==> config.mk <==
export PLATFORM = sky130hd
export DESIGN_NAME = inst_fetch_ctrl
export DESIGN_NICKNAME = d
export VERILOG_FILES = /design/src/rtl/inst_fetch_ctrl_pkg.sv /design/src/rtl/inst_fetch_ctrl_next_pc_calc.sv /design/src/rtl/inst_fetch_ctrl.sv
export SDC_FILE = /design/constraint.sdc
export NUM_CORES = 1
export LEC_CHECK = 0
export ABC_AREA = 1
export CORE_MARGIN = 5
export CORE_UTILIZATION = 49
export CTS_CLUSTER_SIZE = 28
export DETAILED_ROUTE_END_ITERATION = 7
export PLACE_DENSITY = 0.81
export REMOVE_ABC_BUFFERS = 1
export SLEW_MARGIN = 5
export SYNTH_ARGS = -nofsm -noshare
export SYNTH_HDL_FRONTEND = slang
export SYNTH_SLANG_ARGS = --single-unit
==> constraint.sdc <==
create_clock -name clk -period 2.1 [get_ports clk]
set_clock_uncertainty 0.2 [all_clocks]
set_input_delay 0.42 -clock clk [delete_from_list [all_inputs] [get_ports clk]]
set_output_delay 0.42 -clock clk [all_outputs]
set_load 0.02 [all_outputs]
==> src/rtl/inst_fetch_ctrl_pkg.sv <==
// inst_fetch_defs: shared opcodes, FSM encoding and the output slot record
// used by the instruction fetch sequencer and its next-PC helper.
package inst_fetch_defs;

  localparam logic [5:0] OPC_J   = 6'b000010;
  localparam logic [5:0] OPC_JAL = 6'b000011;

  // Opcode field position within an instruction word
  localparam int OPC_HI = 31;
  localparam int OPC_LO = 26;

  typedef enum logic [1:0] {
    ST_FETCH = 2'd0,
    ST_HALT  = 2'd1,
    ST_FAULT = 2'd2
  } state_t;

  // One-entry output slot toward decode
  typedef struct packed {
    logic [31:0] instr;
    logic [31:0] pc;
    logic [31:0] pc_plus4;
  } slot_t;

endpackage

==> src/rtl/inst_fetch_ctrl_next_pc_calc.sv <==
// next_pc_calc: combinational next-PC helper.
//   pc, instruction   -> word being fetched and its address
//   pc_plus4          -> sequential successor (mod 2^32)
//   jump_target       -> J/JAL pseudo-direct target
//   is_jump           -> opcode is J or JAL
//   is_self_jump      -> plain J whose target is its own address (halt idiom)
module next_pc_calc
  import inst_fetch_defs::*;
(
  input  logic [31:0] pc,
  input  logic [31:0] instruction,
  output logic [31:0] pc_plus4,
  output logic [31:0] jump_target,
  output logic        is_jump,
  output logic        is_self_jump
);
  logic [5:0] opc;

  assign opc          = instruction[OPC_HI:OPC_LO];
  assign pc_plus4     = pc + 32'd4;
  assign jump_target  = {pc_plus4[31:28], instruction[25:0], 2'b00};
  assign is_jump      = (opc == OPC_J) || (opc == OPC_JAL);
  // JAL to itself is not the halt idiom; only plain J counts
  assign is_self_jump = (opc == OPC_J) && (jump_target == pc);
endmodule

==> src/rtl/inst_fetch_ctrl.sv <==
// inst_fetch_ctrl: instruction fetch sequencer.
//   clk, reset_n         -> clock, async active-low reset
//   rom_address          -> always the current pc
//   rom_instruction      -> combinational ROM data at rom_address
//   redirect_valid/_pc   -> PC change from execute (flushes the slot)
//   out_valid/out_ready  -> one-entry slot handshake toward decode
//   out_instruction/_pc/_pc_plus4 -> slot contents
//   halted, fault        -> FSM status (fault is sticky until reset)
//   fetch_count          -> completed handshakes, wrapping
module inst_fetch_ctrl
  import inst_fetch_defs::*;
#(
  parameter logic [31:0] RESET_PC  = 32'h0000_0000,
  parameter int          ROM_WORDS = 32
) (
  input  logic        clk,
  input  logic        reset_n,
  output logic [31:0] rom_address,
  input  logic [31:0] rom_instruction,
  input  logic        redirect_valid,
  input  logic [31:0] redirect_pc,
  output logic        out_valid,
  input  logic        out_ready,
  output logic [31:0] out_instruction,
  output logic [31:0] out_pc,
  output logic [31:0] out_pc_plus4,
  output logic        halted,
  output logic        fault,
  output logic [31:0] fetch_count
);
  localparam logic [31:0] PC_LIMIT = 32'(ROM_WORDS) << 2;

  state_t      state, state_nx;
  logic [31:0] pc, pc_nx;
  slot_t       slot, slot_nx;
  logic        vld, vld_nx;

  logic [31:0] pc_plus4, jump_target;
  logic        is_jump, is_self_jump;
  logic        hs, load, bad_addr;

  next_pc_calc u_npc (
    .pc           (pc),
    .instruction  (rom_instruction),
    .pc_plus4     (pc_plus4),
    .jump_target  (jump_target),
    .is_jump      (is_jump),
    .is_self_jump (is_self_jump)
  );

  assign hs       = vld & out_ready;
  assign load     = (state == ST_FETCH) & ~redirect_valid & (~vld | out_ready);
  assign bad_addr = (pc[1:0] != 2'b00) || (pc >= PC_LIMIT);

  always_ff @(posedge clk or negedge reset_n) begin
    if (!reset_n) begin
      state       <= ST_FETCH;
      pc          <= RESET_PC;
      slot        <= '0;
      vld         <= 1'b0;
      fetch_count <= '0;
    end else begin
      state <= state_nx;
      pc    <= pc_nx;
      slot  <= slot_nx;
      vld   <= vld_nx;
      if (hs) fetch_count <= fetch_count + 32'd1;
    end
  end

  always_comb begin
    state_nx = state;
    pc_nx    = pc;
    slot_nx  = slot;
    vld_nx   = hs ? 1'b0 : vld;
    case (state)
      ST_FETCH: begin
        if (redirect_valid) begin
          // Flushed word is dropped; the redirect target is fetched next
          pc_nx  = redirect_pc;
          vld_nx = 1'b0;
        end else if (load) begin
          if (bad_addr) begin
            vld_nx   = 1'b0;
            state_nx = ST_FAULT;
          end else begin
            slot_nx = '{instr: rom_instruction, pc: pc, pc_plus4: pc_plus4};
            vld_nx  = 1'b1;
            pc_nx   = is_jump ? jump_target : pc_plus4;
            // The self-jump is still delivered; fetch stops behind it
            if (is_self_jump) state_nx = ST_HALT;
          end
        end
      end
      ST_HALT: begin
        if (redirect_valid) begin
          pc_nx    = redirect_pc;
          vld_nx   = 1'b0;
          state_nx = ST_FETCH;
        end
      end
      default: ; // ST_FAULT: only reset leaves; pending slot may still drain
    endcase
  end

  assign rom_address     = pc;
  assign out_valid       = vld;
  assign out_instruction = slot.instr;
  assign out_pc          = slot.pc;
  assign out_pc_plus4    = slot.pc_plus4;
  assign halted          = (state == ST_HALT);
  assign fault           = (state == ST_FAULT);
endmodule
==> results of run 1 <==
## power by group
group | internal [mW] | leakage [nW] | switching, mW | total, mW
sequential | 3.10 | 1.95 | 0.00488 | 3.11
combinational | 0.210 | 4.15 | 0.209 | 0.420
clock | 1.71 | 0.286 | 1.39 | 3.10
total | 5.03 | 6.39 | 1.60 | 6.63
## cell usage after synthesis, types with 7 or more instances
| cell type | number | area (um2) |
|---|---|---|
| xor2_1 | 34 | 297.8 |
| a31oi_1 | 10 | 62.56 |
| o21ai_1 | 16 | 80.08 |
| nand4_1 | 23 | 143.9 |
| o21ai_2 | 33 | 289.0 |
| nand2_1 | 243 | 912.1 |
| buf_6 | 9 | 101.4 |
| nor3_1 | 13 | 65.06 |
| nand2_2 | 35 | 219.0 |
| a21oi_1 | 33 | 165.2 |
| inv_1 | 145 | 544.3 |
| nor2_2 | 7 | 43.79 |
| xnor2_1 | 15 | 131.4 |
| buf_2 | 19 | 95.09 |
| nand3_1 | 52 | 260.3 |
| o21ai_0 | 18 | 90.09 |
| a21boi_0 | 11 | 82.58 |
| dfrtp_1 | 161 | 4029 |
| nor2_1 | 130 | 488.0 |
## state kept, by name (all words and copies together) (netlist names)
register,flops
rom_address,32
out_pc,32
state,2
out_instruction,32
out_valid,1
fetch_count,32
out_pc_plus4,30
## repair_timing
| item | in CTS | in global routing |
|---|---|---|
| pin swaps | 0 | 6 |
| cloned | 0 | 1 |
| hold endpoints to repair | 71 | 0 |
| setup endpoints to repair | 55 | 63 |
| buffers inserted | 0 | 1 |
| resized for setup | 57 | 21 |
| hold buffers | 1 | 0 |
## kinds of logic (layout without fill, tap and decap cells)
family                     after synthesis  after routing  synth area share, %
AOI/OAI and AO/OA                      127            127                9.633
DFF                                    161            161                47.65
other                                    0              1                    0
xor gates and xnor gates                49             49                5.076
adders and majority gates                3              3               0.4440
and+or+nand+nor                        522            522                27.36
buffers and inverters                  191            509                9.840
## stage by stage
stage | cell area (um2) | instances | utilization (%) | TNS [ps] | power (mW)
2_1_floorplan | 8187 | 1012 | - | -108990 | 3.274
3_3_place_gp | 11620 | 1561 | 67.89 | -5254 | 3.584
3_5_place_dp | 11620 | 1561 | 67.89 | -13930 | 3.589
4_1_cts | 12150 | 1594 | 70.98 | 0 | 6.679
5_1_grt | 12240 | 1597 | 71.51 | -160.9 | 6.856
6_report | 12240 | 1597 | 71.51 | 0 | 6.628
## layout by cell type (no fill, tap or decap), drive strengths merged
cell type,synthesis,layout
buf,35,96
dfrtp,161,161
clkinvlp,0,1
clkinv,0,3
ha,3,3
or2,4,4
a21boi,11,11
nor2,140,140
clkbuf,6,20
o211ai,3,3
and3,1,1
o21a,3,3
bufinv,0,1
xnor2,15,15
diode,0,1
nor3,19,19
nand4,23,23
inv,150,158
dlymetal6s2s,0,13
nand2,278,278
nand3,55,55
nor4,2,2
xor2,34,34
dlygate4sd2,0,54
o21ai,67,67
a31oi,10,10
dlygate4sd3,0,1
clkdlybuf4s50,0,161
a21oi,33,33
clkdlybuf4s15,0,1
## metal layers
| metal | part of all wire [%] | GRT usage [%] | vias to the layer above | routed length (um) |
|---|---|---|---|---|
| li1 | - | - | 3910 | - |
| met1 | 41 | 33.19 | 3798 | 10600 |
| met2 | 47 | 41.53 | 345 | 12090 |
| met3 | 8.4 | 5.865 | 60 | 2173 |
| met4 | 3.3 | 11.01 | 0 | 852 |
| met5 | 0 | 0 | - | 0 |
## worst max path at each step
stage | cells after the start | from | endpoint | slack, ps
6_report | 1 | fetch_count[30]$_DFFE_PN0P_ | fetch_count[30] | 20
3_3_place_gp | 9 | redirect_valid | rom_address[26]$_DFFE_PN0P_ | -170
4_1_cts | 1 | fetch_count[3]$_DFFE_PN0P_ | fetch_count[3] | 2
3_5_place_dp | 9 | redirect_valid | rom_address[26]$_DFFE_PN0P_ | -200
2_1_floorplan | 8 | rom_address[24]$_DFFE_PN0P_ | out_instruction[19]$_DFFE_PN0P_ | -1370
5_1_grt | 10 | rom_address[3]$_DFFE_PN0P_ | rom_address[28]$_DFFE_PN0P_ | -40
## area by class of cell
class,instances,area [um2]
Timing Repair Buffer,327,3156
Clock inverter,13,142.6
Antenna cell,1,2.502
Inverter,150,565.5
Tap cell,225,281.5
Sequential cell,161,4029
Clock buffer,19,442.9
Multi-Input combinational cell,701,3620
Fill cell,1346,4877
==> run_results.csv, run 1 <==
group,metric,value,unit
route,drt-wirelength-per-cell,16.10,um
floorplanning,die_height,141.4,um
floorplanning,die-area,0.01998,mm2
grt,antenna_found_initial,1,
critical_path,cp_max_fo,3,
critical_path,slowest_stage,"clkdlybuf4s50_1",
timing,setup_ws,18.12,ps
cts,htreeDepth,4,
route,vias_per_cell,5.080,
synth,async_reset_ff_share,100.0,%
cts,clockRootBuffer,"clkbuf_16",
cts,clkSinkCount,161,
floorplanning,pin_count,231,
grt,gr-total-overflow,0,
route,drtPass1Iterations,5,
timing,hold_viol,0,
timing,fmax,480.3,MHz
cts,cts_tree,"done",
synth,synth_edf_count,0,
timing,tightest_slew,420.2,ps
power_and_ir_drop,vdd_drop_max,0.5543,mV
critical_path,critPathLaunchType,"flop",
final_layout,final_nets,1429,
synth,syn_inst,1053,
final_layout,drive_gt1_share,16.63,%
hold_path,hp-class,"primary input to asynchronous set/reset pin",
place,port_buffers,230,
synth,synth_seq_cells,161,
grt,grt_max_degree,55,
synth,ys_types,34,
critical_path,cp-end-kind,"output port",
critical_path,required,1480,ps
critical_path,crit_arrival,1460,ps
route,drtIter0Drc,546,
timing,setup_viol,0,
floorplanning,initial_core_util,49.40,%
place,globalplace.congestion,0.9435,
timing,holdWs,252.6,ps
outcome,status,"finished, final reports clean",
timing,fin_crit_sh,99.14,%
critical_path,path_buf_inv,1,
timing,slew-limit-headroom,71.88,%
critical_path,reg2reg_to,"out_pc[3]$_DFFE_PN0P_",
floorplanning,num_rows,48,
route,ant_nets,0,
cts,clock_latency,430,ps
timing,post-route-min-period,2082,ps
critical_path,path_delay_family,"buffers and inverters",
timing,grt_setup_unrepaired,"true",
job,maxCapViolations,0,
critical_path,reg2reg_from,"rom_address[14]$_DFFE_PN0P_",
synth,synth-main-ff-cell,"dfrtp_1",
grt,grt_pass1_vias,8152,
critical_path,r2r_slack,70,ps
power_and_ir_drop,leakage,6.392,nW
place,place.detailed.hpwl,19820,um
power_and_ir_drop,p_per_area,541.5,mW/mm2
floorplanning,die_width,141.4,um
critical_path,r2r_cells,8,
final_layout,area_growth,44.75,%
grt,grt.total_usage,25.67,%
synth,syn_area,0.008456,mm2
critical_path,critPathMaxStageDelay,630,ps
timing,final_max_slew_viol_count,0,
floorplanning,coreArea,0.01712,mm2
cts,cts.path.max_buffers,2,
cts,clkTransAtPathRegs,70,ps
synth,yosys_warnings,0,
place,pre_cts_ws,-202.8,ps
critical_path,critPathKind,"flop to output port",
synth,syn_avg_cell_area,8.030,um2
grt,grt_pass1_wl,41210,um
route,drc,0,
route,routed_wl,25720,um
critical_path,crit_chain,"clkdlybuf4s50_1",
route,routed-via-count,8113,
cts,numCtsBuffers,17,
synth,synth_seq_area_share,47.65,%
No activity file was read; power rests on OpenSTA's default activity.
==> run 2, diff against run 1 <==
--- a/config.mk
+++ b/config.mk
@@ -7,10 +7,11 @@
 export LEC_CHECK = 0
 export ABC_AREA = 1
 export CORE_MARGIN = 5
-export CORE_UTILIZATION = 49
+export CORE_UTILIZATION = 60
 export CTS_CLUSTER_SIZE = 28
 export DETAILED_ROUTE_END_ITERATION = 7
-export PLACE_DENSITY = 0.81
+export DONT_BUFFER_PORTS = 1
+export PLACE_DENSITY = 0.76
 export REMOVE_ABC_BUFFERS = 1
 export SLEW_MARGIN = 5
 export SYNTH_ARGS = -nofsm -noshare
==> constraint.sdc (replaced) <==
create_clock -name clk -period 2.5 [get_ports clk]
set_clock_uncertainty 0.2 [all_clocks]
set_input_delay 0.5 -clock clk [delete_from_list [all_inputs] [get_ports clk]]
set_output_delay 0.5 -clock clk [all_outputs]
set_load 0.02 [all_outputs]
==> run_results.csv, run 2 (synthesis results as in run 1) <==
group,metric,value,unit
outcome,status,"finished with violations",
outcome,violations,"negative hold slack",
route,highest_layer,"met4",
hold_path,hp-class,"primary input to asynchronous set/reset pin",
grt,grt.total_usage,28.77,%
floorplanning,pin_count,231,
cts,postCtsHoldBufs,3,
critical_path,crit_arrival,2340,ps
cts,post_cts_buffers,0,
final_layout,area_growth,11.78,%
final_layout,n_antenna_cell,0,
final_layout,fin_area,0.009452,mm2
route,drt-wirelength-per-cell,18.45,um
critical_path,cp-end-kind,"flop",
timing,setup_viol,0,
cts,cts_tree,"done",
critical_path,required,2620,ps
cts,clock_latency,420,ps
timing,finalSetupTns,0,ps
power_and_ir_drop,leakage,4.814,nW
grt,grt_max_degree,162,
cts,clockRootBuffer,"clkbuf_16",
place,dpl.cell_count,1236,
route,drtIter0Drc,513,
final_layout,drive_gt1_share,15.77,%
grt,grt_pass1_vias,6997,
route,routed-via-count,6991,
place,port_buffers,0,
timing,post-route-min-period,2227,ps
route,drtPass1Iterations,4,
place,dpl_cell_area,0.008772,mm2
final_layout,final_cell_mix,"nand2_1 (243), dfrtp_1 (161), inv_1 (145), nor2_1 (130), nand3_1 (52)",
job,maxCapViolations,0,
timing,slew-limit-headroom,62.95,%
floorplanning,die_width,128.7,um
floorplanning,die_height,128.7,um
route,vias_per_cell,5.500,
final_layout,final_nets,1149,
final_layout,layout_commonest_cell,"nand2_1",
cts,numCtsBuffers,17,
place,place.detailed.hpwl,17120,um
timing,hold_viol,161,
route,routed_wl,23450,um
route,ant_nets,0,
critical_path,critPathLaunchType,"flop",
final_layout,fin_cells,1271,
timing,fin_crit_sh,89.10,%
grt,grt_pass1_wl,37540,um
floorplanning,die-area,0.01657,mm2
floorplanning,coreArea,0.01383,mm2
critical_path,critPathKind,"flop to flop",
timing,tightest_slew,555.8,ps
power_and_ir_drop,combPwrFrac,2.1,%
final_layout,fin_util,68.36,%
cts,clkTransAtPathRegs,70,ps
grt,antenna_found_initial,0,
power_and_ir_drop,clock_power_share,51.3,%
power_and_ir_drop,vdd_drop_max,0.4454,mV
floorplanning,initial_core_util,61.15,%
route,wl_met3,2524,um
timing,holdWs,-429.5,ps
cts,htreeDepth,4,
cts,clkSinkCount,161,
cts,cts_resized,0,
critical_path,cp_max_fo,6,
timing,grt_setup_unrepaired,"false",
route,dr_wl_met2,11140,um
power_and_ir_drop,intPower,4.363,mW
timing,fmax,449.0,MHz
cts,cts.path.max_buffers,2,
power_and_ir_drop,p_seq_share,46.6,%
final_layout,seqCellArea,0.004029,mm2
route,drc,0,
power_and_ir_drop,p_per_area,594.0,mW/mm2
route,wl_met1,9103,um
power_and_ir_drop,swShare,22.29,%
timing,final_max_slew_viol_count,0,
final_layout,nFillCells,1134,
grt,gr-total-overflow,0,
floorplanning,num_rows,43,
power_and_ir_drop,switchingPower,1.251,mW
final_layout,multiInputGateArea,0.003600,mm2
place,globalplace.congestion,0.9170,
[run 2: area by class of cell]
cell class / instances / share of cell area (%)
Clock buffer: 18 / 4.541
Clock inverter: 14 / 2.330
Inverter: 150 / 5.957
Multi-Input combinational cell: 701 / 38.09
Sequential cell: 161 / 42.63
Tap cell: 180 / 2.383
Timing Repair Buffer: 47 / 4.077
[run 2: power by group through the flow]
stage	sequential (mW)	clock [mW]	combinational, mW
2_1_floorplan	2.67	0	0.0852
3_3_place_gp	2.67	0	0.115
3_5_place_dp	2.67	0	0.116
4_1_cts	2.62	2.91	0.120
5_1_grt	2.61	3.02	0.137
6_report	2.62	2.88	0.120
[run 2: per-layer routing]
layer  global-route usage [%]  vias to the layer above
met3                    10.67                       51
li1                         -                     3340
met5                        0                        -
met2                    46.19                      333
met1                    35.65                     3267
met4                    10.81                        0
[run 2: worst paths after layout]
kind                                                  from                             end  slack (ps)  depth (start not counted)
worst min-delay path                               reset_n     fetch_count[15]$_DFFE_PN0P_        -430                          0
worst min register to register  rom_address[5]$_DFFE_PN0P_           out_pc[5]$_DFFE_PN0P_         380                          2
worst max-delay path            rom_address[4]$_DFFE_PN0P_     rom_address[30]$_DFFE_PN0P_         270                          8
min in group clk                            redirect_pc[1]      rom_address[1]$_DFFE_PN0P_          20                          2
max in group asynchronous                          reset_n  out_instruction[8]$_DFFE_PN0P_        2320                          0
worst max register to register  rom_address[4]$_DFFE_PN0P_     rom_address[30]$_DFFE_PN0P_         270                          8
[run 2: worst max-delay path, stage by stage (launching register included)]
cell	delay, ps
dfrtp_1	590
nand2_1	170
nor2_2	240
nand3_1	270
nor2_1	320
xnor2_1	150
nand2_1	60
nand3_1	60
nand2_1	50
[run 2: per-stage QoR]
stage / power (mW) / setup WS (ps)
final: 5.614 / 272.6
after global placement: 2.780 / 357.5
after CTS: 5.642 / 293.8
after floorplan: 2.750 / -974.1
after detailed placement: 2.781 / 324.5
after global routing: 5.773 / 100.7
